==> src/rtl/dff_arb_pkg.sv <==
// Shared types and defaults for the round-robin arbiter in front of a single
// shared DFF storage register.
package dff_arb_pkg;

  typedef enum logic {
    IDLE   = 1'b0,
    LOCKED = 1'b1
  } arb_state_e;

  localparam int DEF_NUM_REQ  = 4;
  localparam int DEF_DATA_W   = 8;
  localparam int DEF_LOCK_MAX = 16;

  // Index width that never collapses to zero bits.
  function automatic int idx_w(input int n);
    return (n > 1) ? $clog2(n) : 1;
  endfunction

endpackage

==> src/rtl/dff_rr_picker.sv <==
// Combinational round-robin picker: first asserted request at or after rr_ptr,
// wrapping modulo NUM_REQ.
module dff_rr_picker
  import dff_arb_pkg::*;
#(
  parameter int NUM_REQ = DEF_NUM_REQ,
  parameter int IDX_W   = idx_w(NUM_REQ)
) (
  input  logic [NUM_REQ-1:0] req,
  input  logic [IDX_W-1:0]   rr_ptr,
  output logic [NUM_REQ-1:0] pick,
  output logic [IDX_W-1:0]   pick_idx,
  output logic               any
);

  logic [IDX_W:0]   sum;
  logic [IDX_W-1:0] cand;

  always_comb begin
    pick     = '0;
    pick_idx = '0;
    any      = 1'b0;
    sum      = '0;
    cand     = '0;
    for (int k = 0; k < NUM_REQ; k++) begin
      // Extra bit on sum so the wrap works for non-power-of-two NUM_REQ.
      sum = {1'b0, rr_ptr} + (IDX_W+1)'(k);
      if (sum >= (IDX_W+1)'(NUM_REQ)) sum = sum - (IDX_W+1)'(NUM_REQ);
      cand = sum[IDX_W-1:0];
      if (!any && req[cand]) begin
        any        = 1'b1;
        pick_idx   = cand;
        pick[cand] = 1'b1;
      end
    end
  end

endmodule

==> src/rtl/dff_bank_arbiter.sv <==
// Round-robin write arbiter for one shared DATA_W-bit register, with an
// ownership lock and a watchdog that force-releases long-held locks.
module dff_bank_arbiter
  import dff_arb_pkg::*;
#(
  parameter int NUM_REQ  = DEF_NUM_REQ,
  parameter int DATA_W   = DEF_DATA_W,
  parameter int LOCK_MAX = DEF_LOCK_MAX
) (
  input  logic                        clk,
  input  logic                        rst_n,
  input  logic [NUM_REQ-1:0]          req,
  input  logic [NUM_REQ-1:0]          lock,
  input  logic [NUM_REQ*DATA_W-1:0]   wdata,
  output logic [NUM_REQ-1:0]          gnt,
  output logic [DATA_W-1:0]           q,
  output logic [idx_w(NUM_REQ)-1:0]   q_owner,
  output logic                        q_valid,
  output logic                        locked,
  output logic                        timeout
);

  localparam int IDX_W = idx_w(NUM_REQ);
  localparam int CNT_W = idx_w(LOCK_MAX);

  // Handshake: req[i] is a level held (with its wdata lane) until granted.
  // gnt[i] is combinational and one-hot; the lane is written into q at the
  // same rising edge, so there is no separate acknowledge.

  arb_state_e       state;
  logic [IDX_W-1:0] rr_ptr;
  logic [IDX_W-1:0] owner;
  logic [CNT_W-1:0] lock_cnt;

  logic [NUM_REQ-1:0] pick;
  logic [IDX_W-1:0]   pick_idx;
  logic               any;
  logic [IDX_W-1:0]   commit_idx;
  logic               wr_en;
  logic [DATA_W-1:0]  lane [NUM_REQ];

  function automatic logic [IDX_W-1:0] wrap_inc(input logic [IDX_W-1:0] i);
    return (i == IDX_W'(NUM_REQ-1)) ? '0 : i + IDX_W'(1);
  endfunction

  dff_rr_picker #(
    .NUM_REQ (NUM_REQ),
    .IDX_W   (IDX_W)
  ) u_picker (
    .req      (req),
    .rr_ptr   (rr_ptr),
    .pick     (pick),
    .pick_idx (pick_idx),
    .any      (any)
  );

  always_comb begin
    for (int i = 0; i < NUM_REQ; i++) lane[i] = wdata[i*DATA_W +: DATA_W];
  end

  always_comb begin
    gnt        = '0;
    commit_idx = (state == LOCKED) ? owner : pick_idx;
    if (rst_n) begin
      if (state == IDLE) gnt = pick;
      else               gnt[owner] = req[owner];
    end
    wr_en = |gnt;
  end

  always_ff @(posedge clk or negedge rst_n) begin
    if (!rst_n) begin
      state    <= IDLE;
      rr_ptr   <= '0;
      owner    <= '0;
      lock_cnt <= '0;
      q        <= '0;
      q_owner  <= '0;
      q_valid  <= 1'b0;
      locked   <= 1'b0;
      timeout  <= 1'b0;
    end else begin
      timeout <= 1'b0;
      if (wr_en) begin
        q       <= lane[commit_idx];
        q_owner <= commit_idx;
        q_valid <= 1'b1;
      end
      case (state)
        IDLE: begin
          if (any) begin
            rr_ptr <= wrap_inc(pick_idx);
            if (lock[pick_idx]) begin
              state    <= LOCKED;
              locked   <= 1'b1;
              owner    <= pick_idx;
              lock_cnt <= '0;
            end
          end
        end
        LOCKED: begin
          if (!lock[owner]) begin
            state    <= IDLE;
            locked   <= 1'b0;
            lock_cnt <= '0;
          end else if (lock_cnt == CNT_W'(LOCK_MAX-1)) begin
            // Watchdog: owner gets its final write this edge, then must re-compete.
            state    <= IDLE;
            locked   <= 1'b0;
            timeout  <= 1'b1;
            rr_ptr   <= wrap_inc(owner);
            lock_cnt <= '0;
          end else begin
            lock_cnt <= lock_cnt + CNT_W'(1);
          end
        end
        default: begin
          state  <= IDLE;
          locked <= 1'b0;
        end
      endcase
    end
  end

endmodule

==> config.mk <==
export PLATFORM = sky130hd
export DESIGN_NAME = dff_bank_arbiter
export DESIGN_NICKNAME = d
export VERILOG_FILES = /design/src/rtl/dff_arb_pkg.sv /design/src/rtl/dff_rr_picker.sv /design/src/rtl/dff_bank_arbiter.sv
export SDC_FILE = /design/constraint.sdc
export NUM_CORES = 1
export LEC_CHECK = 0
export ABC_AREA = 1
export BUFFER_PORTS_ARGS = -buffer_cell sky130_fd_sc_hd__clkbuf_2
export CAP_MARGIN = 10
export CORE_MARGIN = 2
export CORE_UTILIZATION = 50
export CTS_CLUSTER_SIZE = 25
export DETAILED_ROUTE_END_ITERATION = 8
export MAX_ROUTING_LAYER = met4
export PLACE_DENSITY = 0.77
export SYNTH_ARGS = -nofsm -noshare
export SYNTH_HDL_FRONTEND = slang
export SYNTH_SLANG_ARGS = --single-unit
export TNS_END_PERCENT = 5
==> constraint.sdc <==
create_clock -name clk -period 6.7 [get_ports clk]
set_input_delay 0.67 -clock clk [delete_from_list [all_inputs] [get_ports clk]]
set_output_delay 0.67 -clock clk [all_outputs]
set_load 0.05 [all_outputs]
== Word level (Yosys, flattened, before mapping) ==
Cells that the tools add are included.
Widths: inputs -> output; s select.

* Bits in registers: 22

* $add $sub $neg: 10
* Magnitude comparators: 16
* Equality and inequality tests: 8
* Mux-type cells: 70
* Bitwise gates (word level): 6
* Reduce and logical (&&, ||, !) cells: 16

{| class="wikitable"
|+ Operators by type and width
! cell !! count
|-
| $mux 4 || 10
|-
| $mux 2 || 14
|-
| $mux 1 || 27
|-
| $lt 2x3->1 const B || 6
|-
| $bmux 8 s2 || 1
|-
| $mux 8 || 2
|-
| $bmux 1 s2 || 7
|-
| $ge 3x3->1 const B || 4
|-
| $or 4x4->4 || 3
|-
| $demux 1 s2 || 5
|-
| $ge 2x1->1 const B || 5
|-
| $reduce_and 3->1 || 3
|-
| $logic_and 1x1->1 || 8
|-
| $pmux 4 s2 || 1
|-
| $sub 2x1->2 const B || 4
|-
| $add 2x2->3 const B || 2
|-
| $ne 2x1->1 const B || 3
|-
| $add 2x1->2 const B || 2
|-
| $add 4x1->4 const B || 1
|-
| $and 4x4->4 || 1
|-
| $eq 2x2->1 const B || 2
|-
| $eq 4x4->1 const B || 1
|-
| $pmux 1 s2 || 2
|-
| $pmux 2 s2 || 1
|-
| 9 further kinds || 11
|}

== Longest topological paths before layout ==
Gate-level depths: netlist of the first run.

* Depth after elaboration: 19
* Mapped depth: 18

== Cells and area by module ==
Synthesis of the first run repeated with hierarchy kept, for this count alone.

* Cell total of the unflattened synthesis: 283
* Area, all modules: 1909.3 um^2

{| class="wikitable"
|+ Modules (own cells, without submodules)
! module !! instances !! cells each !! area an instance (um^2)
|-
| dff_bank_arbiter || 1 || 209 || 1468.9
|-
| dff_rr_picker || 1 || 74 || 440.4
|}

== Worst setup path after synthesis of the first run ==
OpenSTA, ideal clock, no wires.

* Path kind: register -> output
* Start: register rr_ptr[0]
* End: output port gnt[0]
* Arrival time: 2.132 ns
* Data required time: 6.030 ns
* Path slack: 3.898 ns
* Stages on the path, launching flop included: 12
* Path buffers: 0
* Cell sequence: dfrtp_1 inv_2 ha_1 inv_1 nand3_2 nand2_4 inv_2 nor3_1 nand2_1 nand3_1 nand3_1 inv_1

* Longest elaborated chain between the ends: 16
* Elaborated cells on any way between the ends: 61

{| class="wikitable"
|+ Ends and longest elaborated chain
! item !! RTL line !! RTL
|-
| from (decl) || dff_bank_arbiter.sv:31 || <nowiki>logic [IDX_W-1:0] rr_ptr;</nowiki>
|-
| from (signal assigned) || dff_bank_arbiter.sv:92 || <nowiki>rr_ptr <= wrap_inc(pick_idx);</nowiki>
|-
| from (signal assigned) || dff_bank_arbiter.sv:111 || <nowiki>rr_ptr <= wrap_inc(owner);</nowiki>
|-
| parallel branches: the longest is 13 deep, another holds $add 2x1->3 || n/a ||
|-
| $mux 4 (*) || dff_rr_picker.sv:30 || <nowiki>if (!any && req[cand]) begin</nowiki>
|-
| $mux 4 (*) || dff_bank_arbiter.sv:65 || <nowiki>if (state == IDLE) gnt = pick;</nowiki>
|-
| $mux 4 (*) || dff_bank_arbiter.sv:64 || <nowiki>if (rst_n) begin</nowiki>
|-
| to (decl) || dff_bank_arbiter.sv:15 || <nowiki>output logic [NUM_REQ-1:0] gnt,</nowiki>
|}

Mark *: on every way between the ends. The select of a mux whose other input is x is not followed.

== Final worst setup path of the first run ==
* Start: register rr_ptr[0]
* End: output port gnt[2]

Same word-level chain as after synthesis.

==> out/metrics.json, run 1 <==
{
  "floorplanning": {
    "design.die.area_um2": 4890,
    "initial_core_utilization_pct": 53.2,
    "core_area_um2": 4090,
    "ioPinCount": 59,
    "std_cell_rows": 23,
    "chipWidth_um": 69.9,
    "die-height_um": 69.9
  },
  "routing": {
    "wl_met3_um": 181,
    "routedLengthMet1_mm": 2.35,
    "detail-route-antenna-nets": 0,
    "routed.top_layer": "met4",
    "routed-wl-met2_mm": 2.36,
    "drt_first_iter_violations": 112,
    "detailed_route_drc_error_count": 0,
    "detail_route.vias_per_cell": 5.08,
    "route.final.wire_length_mm": 4.92,
    "detailroute.via_count": 2128,
    "detail_route.wl_per_cell_um": 11.7,
    "drt-pass1-iter-count": 4
  },
  "synth": {
    "synth_largest_area_cell": "sky130_fd_sc_hd__dfrtp_1",
    "postSynthAreaPerCell_um2": 6.94,
    "syn_inst": 313,
    "synth_most_common_cell": "sky130_fd_sc_hd__nand2_1",
    "ys_dominant_reg_cell": "sky130_fd_sc_hd__dfrtp_1",
    "ys_top_cells_by_count": "sky130_fd_sc_hd__nand2_1 (86), sky130_fd_sc_hd__nand3_1 (46), sky130_fd_sc_hd__inv_1 (42), sky130_fd_sc_hd__dfrtp_1 (22), sky130_fd_sc_hd__nand2_2 (19)",
    "netlist_area_um2": 2170,
    "cell_types_occupying_the_most_area_after_synthesis": "sky130_fd_sc_hd__dfrtp_1 (25%), sky130_fd_sc_hd__nand2_1 (15%), sky130_fd_sc_hd__nand3_1 (11%)",
    "proportion_of_netlist_area_held_by_the_largest_area_contributor_pct": 25.3,
    "number_of_synthesized_register_bits": 22,
    "synth_edf_count": 0,
    "ys_seq_area_share_pct": 25.3,
    "synth_fp_nets": 368,
    "post_synth_num_cell_types": 32,
    "synth_async_sr_flop_share_pct": 100,
    "yosysWarnings": 0
  },
  "worst_setup_path": {
    "crit_type": "reg2out",
    "worst_ep_required_time_ps": 6030,
    "timing.critical_path.slowest_stage_cell": "sky130_fd_sc_hd__dfrtp_1",
    "reg2reg_slack_ps": 3940,
    "cp_slowest_stage_delay_ps": 540,
    "largest_fanout_on_the_critical_path": 12,
    "crit_chain": "inv_2, ha_1, inv_1, nand3_2, nand2_4, inv_2, nor3_1, nand2_1, nand3_1, nand3_1, inv_1, clkbuf_2",
    "critPathCaptureType": "output pin",
    "setup.worst_path.start_class": "register",
    "crit_arrival_ps": 2730
  },
  "outcome": {
    "status": "finished, final reports clean"
  },
  "sta": {
    "tightest_slew_ps": 655,
    "hold_viol_final": 0,
    "timing.final.max_slew_violations": 0,
    "timing.hold.ws_ps": 423,
    "worst_clock_skew_ps": 3.49,
    "maxClockFrequency_mhz": 294,
    "grt_setup_unrepaired": "no",
    "slew_margin_rel_pct": 56.3,
    "crit_share_post_route_pct": 50.7,
    "final_worst_path_period_need_ps": 3400,
    "timing.setup.tns_ps": 0,
    "setup_violations": 0
  },
  "clock_tree": {
    "cts_tree": "yes",
    "tritoncts.num_buffers": 3,
    "tritoncts_num_sinks": 22,
    "clock_tree.htree_level_count": 1,
    "worst_skew_pair_latency_ps": 260,
    "clk_pin_slew_worst_paths_ps": 80,
    "cts.path.max_buffers": 2,
    "cts.root.buffer_cell": "sky130_fd_sc_hd__clkbuf_8",
    "cts.repair_timing.setup_buffer_count": 0,
    "cts_hold_repair.buffers": 0,
    "resized_cells_post_cts": 0
  },
  "run": {
    "cap_viol_max_count": 0
  },
  "grt": {
    "overflow": 0,
    "vias_in_the_first_global_route": 1804,
    "grt_use_total_pct": 21.1,
    "antenna_violations_before_repair": 0,
    "first_pass_grt_wire_length_mm": 8.29,
    "maximum_number_of_pins_on_one_net_before_global_route_repair": 27
  },
  "finish": {
    "nNetsFinal": 425,
    "drive_above_1_share_pct": 29.8,
    "number_of_fillers_in_the_final_layout": 367,
    "antenna_cells": 0,
    "synthToLayoutAreaGrowth_pct": 16.9
  },
  "worst_hold_path": {
    "holdCritPathClass": "in2async"
  },
  "place": {
    "dp.final_hpwl_mm": 3.89,
    "port_buffers": 58,
    "globalplace.congestion": 0.999
  }
}
cell usage in the layout (no fill, tap or decap):
cell type	instances
sky130_fd_sc_hd__nor3_1	1
sky130_fd_sc_hd__nand2_2	19
sky130_fd_sc_hd__nand3_1	46
sky130_fd_sc_hd__nand4_2	1
sky130_fd_sc_hd__nand2_4	5
sky130_fd_sc_hd__nor2_2	2
sky130_fd_sc_hd__xnor2_1	1
sky130_fd_sc_hd__a21oi_1	8
sky130_fd_sc_hd__nand4_1	1
sky130_fd_sc_hd__nand3b_2	1
sky130_fd_sc_hd__nor2_4	1
sky130_fd_sc_hd__clkbuf_2	58
sky130_fd_sc_hd__bufinv_16	1
sky130_fd_sc_hd__o21ai_1	4
sky130_fd_sc_hd__xor2_1	1
sky130_fd_sc_hd__inv_2	5
sky130_fd_sc_hd__or2_1	1
sky130_fd_sc_hd__nand3b_1	16
sky130_fd_sc_hd__nand2_1	86
sky130_fd_sc_hd__nand3_2	6
sky130_fd_sc_hd__nand2_8	2
sky130_fd_sc_hd__o21ai_0	11
sky130_fd_sc_hd__clkbuf_8	3
sky130_fd_sc_hd__o21ai_4	1
sky130_fd_sc_hd__inv_4	2
sky130_fd_sc_hd__nor2_1	5
sky130_fd_sc_hd__inv_1	42
sky130_fd_sc_hd__o22ai_1	1
sky130_fd_sc_hd__dfrtp_1	22
sky130_fd_sc_hd__ha_1	13
sky130_fd_sc_hd__o21ai_2	3
registers in the layout, summed over array words and instances (netlist names):
name and flops:
lock_cnt 4, locked 1, owner 2, q 8, q_owner 2, q_valid 1, rr_ptr 2, state 1
timeout 1
metrics by stage:
step	std cells	util (%)	area (um2)	worst slack, ps
floorplan	313	-	2170	3900
global placement	415	60.4	2470	3730
detailed placement	415	60.4	2470	3620
CTS	419	62.2	2540	3310
global route	419	62.2	2540	3030
finish	419	62.2	2540	3300
final cells by class:
cell class                 instances  area [um2]  area share [%]
multi-input combinational        236        1380            54.2
clock inverter                     1        30.0            1.18
inverter                          49         189            7.44
sequential                        22         551            21.7
timing repair buffer              58         290            11.4
clock buffer                       3        41.3            1.63
tap                               50        62.6            2.46
critical path, delay by kind of cell, from the launching register on:
kind                     cells  cell delay [ps]
buffers and inverters        5              720
flip-flops                   1              540
adder cells (fa/ha/maj)      1              380
AND/OR/NAND/NOR              6              830
kinds of logic (layout without fill, tap and decap cells):
group                    after synthesis  count (layout)  synth area share, %
AND/OR/NAND/NOR                      193             193                 47.5
buffers and inverters                 55             111                 11.3
AO/OA/AOI/OAI                         28              28                 7.55
flip-flops                            22              22                 25.3
adder cells (fa/ha/maj)               13              13                 7.49
XOR/XNOR                               2               2                0.807
per-layer routing:
layer	global-route usage (%)	vias to the layer above
li1	-	1111
met1	30.5	960
met2	33.0	51
met3	2.74	6
met4	2.14	0
met5	-	-
worst paths after layout:
path / from / end / cells past startpoint
max in group asynchronous: rst_n / q_owner[1]$_DFFE_PN0P_ / 1
setup reg to reg: rr_ptr[0]$_DFFE_PN0P_ / q_valid$_DFFE_PN0P_ / 16
setup / recovery: rr_ptr[0]$_DFFE_PN0P_ / gnt[2] / 12
hold reg to reg: q_valid$_DFFE_PN0P_ / q_valid$_DFFE_PN0P_ / 1
min in group clk: q_valid$_DFFE_PN0P_ / q_valid$_DFFE_PN0P_ / 1
hold / removal: rst_n / lock_cnt[0]$_DFFE_PN0P_ / 1
Power of run 1 is left out: the tool's default activity adds up to more than one toggle a clock period on the data nets, which glitch-free logic cannot reach.
==> inputs of run 2 (changes only) <==
--- a/config.mk
+++ b/config.mk
@@ -5,11 +5,11 @@
 export SDC_FILE = /design/constraint.sdc
 export NUM_CORES = 1
 export LEC_CHECK = 0
-export ABC_AREA = 1
+export ABC_AREA = 0
 export BUFFER_PORTS_ARGS = -buffer_cell sky130_fd_sc_hd__clkbuf_2
 export CAP_MARGIN = 10
 export CORE_MARGIN = 2
-export CORE_UTILIZATION = 50
+export CORE_UTILIZATION = 49
 export CTS_CLUSTER_SIZE = 25
 export DETAILED_ROUTE_END_ITERATION = 8
 export MAX_ROUTING_LAYER = met4
==> constraint.sdc (replaced) <==
create_clock -name clk -period 3 [get_ports clk]
set_input_delay 0.3 -clock clk [delete_from_list [all_inputs] [get_ports clk]]
set_output_delay 0.3 -clock clk [all_outputs]
set_load 0.05 [all_outputs]
==> out/metrics.json, run 2 <==
{
  "outcome": {
    "status": "finished, final reports clean"
  },
  "synth": {
    "adder_cell_share_of_the_synthesized_area": {"value": 6.86, "unit": "%", "change": "-0.63 points"},
    "ys_dominant_reg_cell": "sky130_fd_sc_hd__dfrtp_1",
    "synth_edf_count": {"value": 0, "change": "unchanged"},
    "yosysWarnings": {"value": 0, "change": "unchanged"},
    "synth.mux.area_fraction": {"value": 15.8, "unit": "%", "change": "+16 points"},
    "netlist_area": {"value": 2370, "unit": "um2", "change": "+9.2%"},
    "xor_xnor_share_of_the_synthesized_area": {"value": 0.369, "unit": "%", "change": "-0.44 points"},
    "synth_largest_area_cell": "sky130_fd_sc_hd__dfrtp_1",
    "ys_seq_area_share": {"value": 23.2, "unit": "%", "change": "-2.1 points"},
    "number_of_synthesized_register_bits": {"value": 22, "change": "unchanged"},
    "proportion_of_netlist_area_held_by_the_largest_area_contributor": {"value": 23.2, "unit": "%", "change": "-2.1 points"},
    "synth_most_common_cell": "sky130_fd_sc_hd__nand2_1",
    "main_combinational_cell_family_by_area_after_synthesis": "compound AO/OA/AOI/OAI gates",
    "cell_types_occupying_the_most_area_after_synthesis": "sky130_fd_sc_hd__dfrtp_1 (23%), sky130_fd_sc_hd__mux2i_1 (7.6%), sky130_fd_sc_hd__ha_1 (6.9%)",
    "synth_async_sr_flop_share": {"value": 100, "unit": "%", "change": "unchanged"},
    "synth_compound_gate_area_share": {"value": 31.4, "unit": "%", "change": "+24 points"},
    "syn_inst": {"value": 279, "change": "-11%"},
    "synth_fp_nets": {"value": 334, "change": "-9.2%"},
    "share_of_synthesized_cell_area_in_and_or_nand_and_nor_gates": {"value": 14.6, "unit": "%", "change": "-33 points"},
    "postSynthAreaPerCell": {"value": 8.50, "unit": "um2", "change": "+22%"},
    "post_synth_num_cell_types": {"value": 47, "change": "+47%"},
    "ys_top_cells_by_count": "sky130_fd_sc_hd__nand2_1 (38), sky130_fd_sc_hd__dfrtp_1 (22), sky130_fd_sc_hd__inv_1 (18), sky130_fd_sc_hd__mux2i_1 (18), sky130_fd_sc_hd__o211ai_1 (18)"
  },
  "worst_setup_path": {
    "r2r_cells": {"value": 10, "change": "-6"},
    "timing.critical_path.slowest_stage_cell": "sky130_fd_sc_hd__a222oi_1",
    "crit_arrival": {"value": 3090, "unit": "ps", "change": "+360 ps"},
    "crit_type": "reg2reg",
    "timing.rr.end": "q[2]$_DFFE_PN0P_",
    "critical_path.n_buffers_inverters": {"value": 2, "change": "-3"},
    "worst-path-stages": {"value": 10, "change": "-2"},
    "timing.critical_path.from": "rr_ptr[0]$_DFFE_PN0P_",
    "setup.worst_path.end": "q[2]$_DFFE_PN0P_",
    "cp_slowest_stage_delay": {"value": 520, "unit": "ps", "change": "-20 ps"},
    "largest_fanout_on_the_critical_path": {"value": 10, "change": "-2"},
    "crit_chain": "clkinvlp_4, ha_4, mux4_2, nand2b_4, nor3_4, a222oi_1, a21oi_4, or4_4, buf_12, mux2i_1",
    "reg2reg_slack": {"value": 60, "unit": "ps", "change": "-3880 ps"},
    "worst_ep_required_time": {"value": 3150, "unit": "ps", "change": "-2880 ps"},
    "critPathCaptureType": "register",
    "setup.worst_path.start_class": "register",
    "critical_path.reg2reg.startpoint": "rr_ptr[0]$_DFFE_PN0P_",
    "cp_top_family": "simple AND/OR/NAND/NOR gates"
  },
  "finish": {
    "most_common_cell_after_layout_fill_and_taps_aside": "sky130_fd_sc_hd__clkbuf_2",
    "nNetsFinal": {"value": 395, "change": "-7.1%"},
    "drive_above_1_share": {"value": 32.2, "unit": "%", "change": "+2.3 points"},
    "reg.largest.list": "q: 8 flops, lock_cnt: 4 flops",
    "post-route-cell-area": {"value": 2990, "unit": "um2", "change": "+18%"},
    "layout.core_utilization": {"value": 63.8, "unit": "%", "change": "+1.6 points"},
    "number_of_fillers_in_the_final_layout": {"value": 396, "change": "+7.9%"},
    "synthToLayoutAreaGrowth_pct": 26.2,
    "mostFrequentLayoutCells": "sky130_fd_sc_hd__clkbuf_2 (54), sky130_fd_sc_hd__nand2_1 (38), sky130_fd_sc_hd__dfrtp_1 (20)",
    "antenna_cells": {"value": 0, "change": "unchanged"},
    "largest_register_ffs": {"value": 8, "change": "unchanged"},
    "max_flop_register": "q"
  },
  "sta": {
    "final_worst_path_period_need_ps": 2940,
    "maxClockFrequency_mhz": 340,
    "worst_clock_skew": {"value": 7.60, "unit": "ps", "change": "+4.10 ps"},
    "slew_margin_rel": {"value": 56.2, "unit": "%", "change": "-0.077 points"},
    "setup_violations": {"value": 0, "change": "unchanged"},
    "tightest_slew": {"value": 656, "unit": "ps", "change": "+1.16 ps"},
    "crit_share_post_route_pct": 98.0,
    "grt_setup_unrepaired": "yes",
    "timing.final.max_slew_violations": {"value": 0, "change": "unchanged"},
    "hold_viol_final": {"value": 0, "change": "unchanged"}
  },
  "routing": {
    "drt_first_iter_violations": {"value": 131, "change": "+17%"},
    "drt-pass1-iter-count": {"value": 4, "change": "unchanged"},
    "detail_route.vias_per_cell": {"value": 6.28, "change": "+24%"},
    "detail_route.wl_per_cell": {"value": 16.0, "unit": "um", "change": "+36%"},
    "detailroute.via_count": {"value": 2470, "change": "+16%"},
    "route.final.wire_length": {"value": 6.30, "unit": "mm", "change": "+28%"},
    "detail-route-antenna-nets": {"value": 0, "change": "unchanged"},
    "detailed_route_drc_error_count": {"value": 0, "change": "unchanged"}
  },
  "floorplanning": {
    "core_area": {"value": 4690, "unit": "um2", "change": "+15%"},
    "die-height": {"value": 73.6, "unit": "um", "change": "+5.2%"},
    "initial_core_utilization": {"value": 50.5, "unit": "%", "change": "-2.6 points"},
    "chipWidth": {"value": 73.6, "unit": "um", "change": "+5.2%"},
    "ioPinCount": {"value": 59, "change": "unchanged"},
    "std_cell_rows": {"value": 25, "change": "+8.7%"},
    "design.die.area": {"value": 5410, "unit": "um2", "change": "+11%"}
  },
  "clock_tree": {
    "cts.path.max_buffers": {"value": 2, "change": "unchanged"},
    "cts_tree": "yes",
    "cts.root.buffer_cell": "sky130_fd_sc_hd__clkbuf_8",
    "clk_pin_slew_worst_paths": {"value": 90, "unit": "ps", "change": "about the same"},
    "tritoncts_num_sinks": {"value": 22, "change": "unchanged"},
    "worst_skew_pair_latency": {"value": 270, "unit": "ps", "change": "about the same"},
    "clock_tree.htree_level_count": {"value": 1, "change": "unchanged"},
    "cts_hold_repair.buffers": {"value": 0, "change": "unchanged"},
    "tritoncts.num_buffers": {"value": 3, "change": "unchanged"}
  },
  "grt": {
    "grt_use_total": {"value": 24.7, "unit": "%", "change": "+3.6 points"},
    "antenna_violations_before_repair": {"value": 0, "change": "unchanged"},
    "overflow": {"value": 0, "change": "unchanged"},
    "vias_in_the_first_global_route": {"value": 2180, "change": "+21%"},
    "first_pass_grt_wire_length": {"value": 10.3, "unit": "mm", "change": "+24%"},
    "maximum_number_of_pins_on_one_net_before_global_route_repair": {"value": 37, "change": "+37%"}
  },
  "place": {
    "globalplace.congestion": {"value": 0.915, "change": "-8.4%"},
    "dpl_cell_area": {"value": 2900, "unit": "um2", "change": "+17%"},
    "dp.final_hpwl": {"value": 4.74, "unit": "mm", "change": "+22%"},
    "port_buffers": {"value": 58, "change": "unchanged"}
  },
  "run": {
    "cap_viol_max_count": {"value": 0, "change": "unchanged"}
  },
  "power_and_ir_drop": {
    "powerDensity_nw_per_um2": 1380,
    "p_leak_nw": 1.36,
    "vdd_drop_max_v": 0.000636
  },
  "worst_hold_path": {
    "holdCritPathClass": "in2async"
  }
}
[run 2: cell count changes after synthesis, moves of 14 or more]
cell	before	now
sky130_fd_sc_hd__a22oi_1	0	16
sky130_fd_sc_hd__clkbuf_1	1	15
sky130_fd_sc_hd__inv_1	42	18
sky130_fd_sc_hd__mux2i_1	0	18
sky130_fd_sc_hd__nand2_1	86	38
sky130_fd_sc_hd__nand2_2	19	0
sky130_fd_sc_hd__nand3_1	46	4
sky130_fd_sc_hd__nand3b_1	16	1
sky130_fd_sc_hd__o2111ai_1	0	17
sky130_fd_sc_hd__o211ai_1	0	18
[run 2: power by group]
group,switching (W),leakage (nW),internal (W)
Clock,0.000106,0.0357,0.000179
Sequential,0.000137,0.264,0.000438
Combinational,0.00189,1.06,0.00138
Total,0.00214,1.36,0.00200
[run 2: area by class of cell]
| cell class | instances | area, um2 | area share, % |
|---|---|---|---|
| Clock inverter | 1 | 30.0 | 1.00 |
| Timing Repair Buffer | 79 | 520 | 17.4 |
| Multi-Input combinational cell | 216 | 1710 | 57.1 |
| Sequential cell | 22 | 553 | 18.5 |
| Inverter | 18 | 71.3 | 2.38 |
| Clock buffer | 3 | 41.3 | 1.38 |
| Tap cell | 54 | 67.6 | 2.26 |
[run 2: worst min-delay path by stage]
stage / startpoint / endpoint / slack [ps] / depth (start not counted)
after CTS: rst_n / rr_ptr[0]$_DFFE_PN0P_ / 50 / 1
final: rst_n / timeout$_DFF_PN0_ / 50 / 1
after detailed placement: rst_n / q[4]$_DFFE_PN0P_ / 350 / 1
after global routing: rst_n / q[5]$_DFFE_PN0P_ / 70 / 1
after global placement: rst_n / q[3]$_DFFE_PN0P_ / 340 / 1
after floorplan: rst_n / lock_cnt[0]$_DFFE_PN0P_ / 4 / 0
[run 2: timing repair]
action                     4_1_cts  5_1_grt
hold endpoints to repair         0        0
buffers inserted                 0        3
setup endpoints to repair        0       12
gates resized for setup          0        2
[run 2: kinds of logic after synthesis]
kind of cell,after synthesis
muxes,29
and+or+nand+nor,72
xor gates and xnor gates,1
adders and majority gates,13
DFF,22
buffers and inverters,41
AOI/OAI and AO/OA,101
[run 2: routing by layer]
| layer | vias up | part of all wire, % | global-route usage (%) |
|---|---|---|---|
| met5 | - | 0 | - |
| met4 | 0 | 1.1 | 8.69 |
| met3 | 7 | 5.5 | 3.16 |
| met2 | 95 | 49 | 39.1 |
| met1 | 1179 | 45 | 32.6 |
| li1 | 1189 | - | - |
[run 2: metrics by stage]
step                cells  hold slack [ps]  worst slack [ps]  setup TNS, ps  total power, W
floorplan             279             4.41              -388          -4040         0.00301
global placement      386              341               111              0         0.00374
detailed placement    386              352              66.1              0         0.00380
CTS                   390             54.6              32.5              0         0.00410
global route          393             74.0             -25.7          -45.4         0.00445
finish                393             46.2              60.3              0         0.00414
No activity file was read; power rests on OpenSTA's default activity.
